--- src/rtl/mem_responder.sv ---
// mem_responder: single-outstanding memory responder with programmable wait
// states. Accepts one read or write, waits WAIT_CYCLES, performs the access,
// then spends one DONE cycle pulsing data_valid or write_done.
module mem_responder #(
  parameter int ADDR_W      = 8,
  parameter int DATA_W      = 13,
  parameter int WAIT_CYCLES = 2,
  parameter     INIT_FILE   = ""
) (
  input  logic              clk,
  input  logic              rst,
  input  logic              mem_read,
  input  logic              mem_write,
  input  logic [ADDR_W-1:0] addr,
  input  logic [DATA_W-1:0] wdata,
  output logic              ready,
  output logic              busy,
  output logic [DATA_W-1:0] rdata,
  output logic              data_valid,
  output logic              write_done,
  output logic              req_err,
  output logic              overrun
);
  localparam int         DEPTH   = 1 << ADDR_W;
  localparam logic [1:0] S_IDLE  = 2'd0;
  localparam logic [1:0] S_WAIT  = 2'd1;
  localparam logic [1:0] S_DONE  = 2'd2;
  localparam logic [3:0] WAIT_LD = 4'(WAIT_CYCLES);

  logic [DATA_W-1:0] mem [DEPTH];

  logic [1:0]        state_q, state_d;
  logic [3:0]        cnt_q, cnt_d;
  logic [ADDR_W-1:0] addr_q, addr_d;
  logic [DATA_W-1:0] wdata_q, wdata_d;
  logic              op_wr_q, op_wr_d;
  logic [DATA_W-1:0] rdata_q, rdata_d;
  logic              err_q, err_d;
  logic              overrun_q, overrun_d;

  // Access performed this edge; with zero wait states it uses the live request.
  logic              do_op;
  logic              op_wr;
  logic [ADDR_W-1:0] op_addr;
  logic [DATA_W-1:0] op_wdata;

  // Next-state: accept in IDLE/DONE, count down in WAIT, complete at count 1.
  always_comb begin
    state_d   = state_q;
    cnt_d     = cnt_q;
    addr_d    = addr_q;
    wdata_d   = wdata_q;
    op_wr_d   = op_wr_q;
    err_d     = 1'b0;
    overrun_d = overrun_q;
    do_op     = 1'b0;
    op_wr     = op_wr_q;
    op_addr   = addr_q;
    op_wdata  = wdata_q;
    case (state_q)
      S_IDLE, S_DONE: begin
        if (mem_read && mem_write) begin
          err_d   = 1'b1;
          state_d = S_IDLE;
        end else if (mem_read || mem_write) begin
          addr_d  = addr;
          wdata_d = wdata;
          op_wr_d = mem_write;
          cnt_d   = WAIT_LD;
          if (WAIT_LD == 4'd0) begin
            do_op    = 1'b1;
            op_wr    = mem_write;
            op_addr  = addr;
            op_wdata = wdata;
            state_d  = S_DONE;
          end else begin
            state_d = S_WAIT;
          end
        end else begin
          state_d = S_IDLE;
        end
      end
      S_WAIT: begin
        cnt_d = cnt_q - 4'd1;
        if (mem_read || mem_write) overrun_d = 1'b1;
        if (cnt_q == 4'd1) begin
          do_op   = 1'b1;
          state_d = S_DONE;
        end
      end
      default: state_d = S_IDLE;
    endcase
    rdata_d = rdata_q;
    if (do_op && !op_wr) rdata_d = mem[op_addr];
  end

  // Control and result registers; rst clears everything but the array.
  always_ff @(posedge clk or posedge rst) begin
    if (rst) begin
      state_q   <= S_IDLE;
      cnt_q     <= 4'd0;
      addr_q    <= '0;
      wdata_q   <= '0;
      op_wr_q   <= 1'b0;
      rdata_q   <= '0;
      err_q     <= 1'b0;
      overrun_q <= 1'b0;
    end else begin
      state_q   <= state_d;
      cnt_q     <= cnt_d;
      addr_q    <= addr_d;
      wdata_q   <= wdata_d;
      op_wr_q   <= op_wr_d;
      rdata_q   <= rdata_d;
      err_q     <= err_d;
      overrun_q <= overrun_d;
    end
  end

  // Write commit; gated by state so a reset in WAIT drops the pending write.
  always_ff @(posedge clk) begin
    if (do_op && op_wr) mem[op_addr] <= op_wdata;
  end

  assign ready      = (state_q == S_IDLE) || (state_q == S_DONE);
  assign busy       = (state_q == S_WAIT);
  assign rdata      = rdata_q;
  assign data_valid = (state_q == S_DONE) && !op_wr_q;
  assign write_done = (state_q == S_DONE) &&  op_wr_q;
  assign req_err    = err_q;
  assign overrun    = overrun_q;
endmodule

--- config.mk ---
export PLATFORM = sky130hd
export DESIGN_NAME = mem_responder
export DESIGN_NICKNAME = d
export VERILOG_FILES = /design/src/rtl/mem_responder.sv
export SDC_FILE = /design/constraint.sdc
export NUM_CORES = 2
export LEC_CHECK = 0
export CAP_MARGIN = 0
export CORE_MARGIN = 1
export CORE_UTILIZATION = 40
export DETAILED_ROUTE_END_ITERATION = 10
export PLACE_DENSITY = 0.53
export SKIP_LAST_GASP = 1
export SLEW_MARGIN = 25
export SYNTH_ARGS = -nofsm -noshare
export SYNTH_HDL_FRONTEND = slang
export SYNTH_SLANG_ARGS = --single-unit
export TNS_END_PERCENT = 5
--- constraint.sdc ---
create_clock -name clk -period 5 [get_ports clk]
set_clock_uncertainty 0.05 [all_clocks]
set_input_delay 0.5 -clock clk [delete_from_list [all_inputs] [get_ports clk]]
set_output_delay 0.5 -clock clk [all_outputs]
set_load 0.01 [all_outputs]
==> qor.csv <==
metric;value;unit
Layout area overhead;15.2;%
status;finished clean;
Slew Viols, Final;0;
TritonCTS sink count;3371;
gate count of the mapped netlist;5950;
Netlist Area Pre-Place;130000;um^2
routability cong.;0.852;
Worst EP arrival;5220;ps
highest metal used;met5;
Horiz. Die Dim;572;um
clk_lat worst skew;940;ps
met2 routed WL;179000;um
Worst VDD drop;0.518;mV
fmax;223;MHz
Post-CTS Repair Setup Buffers;0;
YS warnings;0;
max incr delay on CP;1040;ps
Yosys reg bits;3371;
wl on met1;159000;um
Die Ht;572;um
worst setup margin;510;ps
initial antenna violation count;23;
DRC;0;
vias in the first global route;65310;
first-pass GRT wire length;529000;um
Power Density;602;nW/um^2
CP Cell Sequence;buf_12, mux4_2, nor2_1, nor4_1, nor3_1, o221ai_1, nor4_1, a21oi_1;
fin crit period;4490;ps
R2R setup slack;510;ps
Post-synth EDFFs;3328;
CTS resizes;0;
Placeable Area;322000;um^2
Clock Tree Buf Depth;4;
Slew @ Worst Pin;1170;ps
sequential fraction of the synthesis area;77.9;%
unrepaired setup endpoints after global routing;no;
top post-synthesis cells by area;edfxtp_1 77%, mux4_2 14%, mux2i_1 1.8%, nor2_1 0.89%, dfrtp_1 0.83%;
Root Driver;clkbuf_16;
initial DRC count;8030;
total CTS buffers;348;
Setup crit start;addr_q[1];
Cell variety after synth;61;
Routed WL;382000;um
power consumption;90.1;mW
largest net degree at the start of global routing;165;
Final nets;6545;
Avg Inst Size Synth;21.8;um^2
CP Class;flip-flop to flip-flop;
Worst EP required;5730;ps
final std cells w/o fill;11109;
Synth area leader;edfxtp_1;
Hold/Removal Path Class;input port to async pin;
r2r endpoint;rdata[5];
Setup WS pre-CTS;507;ps
WL met3;30400;um
worst r2r src;addr_q[1];
num ports;44;
gr ovfl total;0;
CTS Hold Bufs;0;
crit end category;flip-flop;
Rows;208;
CP Launch Type;flip-flop;
CP max stage cell;dfrtp_4;
Critical Path Fanout Max;41;
fill count;26794;
predominant post-synthesis flop cell;edfxtp_1;
Tcrit/Tclk final;89.8;%
setup tns final;0;ps
CTS tree;done;
post-layout util;46.4;%
top cell type's share of synthesized area;77.0;%
Slew headroom;22.3;%
syn_nets;5979;
CP top delay family;simple AND/OR/NAND/NOR gates;
Cell Area, Placed;138000;um^2
share of layout cells above drive strength 1;27.7;%
wire per inst;34.4;um
Hold WS;20.3;ps
fraction of registers with async set/reset;1.28;%
final hold violations;0;
total track usage;23.3;%
Initial DRT Pass Iterations;6;
die area;327000;um^2
post-route cell area;150000;um^2
Vias/cell;5.87;
Port Buffer Count;43;
Leak;47.1;nW
Max Cap Viol;0;
Initial Utilization;40.3;%
Buf/Inv on CP;1;
post-route ant nets;0;
dpl hpwl;236000;um
Via Count;65256;
clock-pin slew on the worst setup and hold paths;60;ps
Top cell by count, worst path;nor4_1;
H-tree Lvls;5;
Final setup violation count;0;
reg2reg path depth;8;
placed insts;10470;
## cell type report
| cell class | instances | area (um^2) | area share (%) |
|---|---|---|---|
| antenna | 8 | 20.0 | 0.0134 |
| clock buffer | 439 | 9160 | 6.13 |
| clock inverter | 191 | 1870 | 1.25 |
| inverter | 13 | 58.8 | 0.0393 |
| multi-input combinational | 2222 | 26900 | 18.0 |
| sequential | 3371 | 101000 | 67.6 |
| tap | 4305 | 5390 | 3.60 |
| timing repair buffer | 560 | 5000 | 3.35 |
## tightest hold or removal path, cell delays in order
cell             delay (ps)
clkdlybuf4s50_1         410
inv_2                    50
buf_4                   550
## per-layer routing
layer  vias up  global-route usage (%)
met5         -                       0
met1     35695                    33.3
met4         4                    7.66
met2      2822                    36.4
met3       567                    3.93
li1      26168                       -
## logic make-up (layout without fill, tap and decap cells)
family,count (synthesis),in the layout,share of synthesized area (%)
AOI/OAI and AO/OA,478,478,2.53
xor gates and xnor gates,2,2,0.0135
adders and majority gates,4,4,0.0386
buffers and inverters,357,1203,1.49
DFF,3371,3371,77.9
muxes,1068,1068,15.8
other,0,8,0
and+or+nand+nor,670,670,2.26
## report_power, final
| part | internal, mW | switching (mW) | total, mW |
|---|---|---|---|
| clock | 14.4 | 11.0 | 25.4 |
| sequential | 35.5 | 1.75 | 37.3 |
| combinational | 9.61 | 17.8 | 27.4 |
| total | 59.5 | 30.6 | 90.1 |
## synth_stat cells (all sizes together) (3+ instances only)
cell type,instances
or3,7
o21bai,8
o22ai,95
o22a,18
nand2b,10
buf,243
a32oi,32
nor2b,23
o221ai,21
nor2,306
mux2i,238
a31oi,15
a221oi,13
o41ai,4
nand3,37
inv,13
mux2,48
a22o,15
nand3b,8
dfrtp,43
o32ai,3
nand4,15
nor4,9
o21ai,68
ha,4
mux4,782
nor3,25
edfxtp,3328
a41oi,5
clkbuf,101
or3b,6
or4,4
nand2,183
o211ai,3
nor3b,4
a311oi,4
a211oi,21
a2111oi,10
a21oi,77
a22oi,52
o32a,3
and3,15
and2,15
## cell usage in the layout (no fill, tap or decap), types with 24 or more instances in the layout
| cell | netlist | routed |
|---|---|---|
| o21ai_0 | 64 | 64 |
| bufinv_16 | 0 | 25 |
| clkinv_2 | 0 | 49 |
| nand3_1 | 37 | 36 |
| nor3_1 | 25 | 24 |
| nor2_1 | 306 | 303 |
| edfxtp_1 | 3328 | 3328 |
| clkinv_1 | 0 | 79 |
| nand2_1 | 183 | 166 |
| clkbuf_16 | 0 | 351 |
| mux2_2 | 48 | 48 |
| clkdlybuf4s50_1 | 0 | 43 |
| buf_4 | 59 | 462 |
| clkbuf_1 | 101 | 83 |
| a22oi_1 | 52 | 52 |
| buf_12 | 0 | 53 |
| o22ai_1 | 95 | 95 |
| a32oi_1 | 32 | 32 |
| a21oi_1 | 77 | 74 |
| mux4_2 | 782 | 782 |
| mux2i_1 | 238 | 238 |
## flip-flops by register name, indices dropped and copies added, names as in the netlist
signal	flops
op_wr	1
addr_q	8
state_q	2
overrun	1
mem	3328
req_err	1
cnt_q	4
rdata	13
op_wdata	13
## worst max-delay path by stage
stage | endpoint | slack (ps) | depth (start not counted)
6_report | rdata[5] | 510 | 8
5_1_grt | rdata[11] | 370 | 8
4_1_cts | rdata[11] | 470 | 8
3_5_place_dp | rdata[11] | 510 | 8
3_3_place_gp | rdata[8] | 430 | 9
2_1_floorplan | mem[0][0] | 970 | 0
No activity file was read; power rests on OpenSTA's default activity.
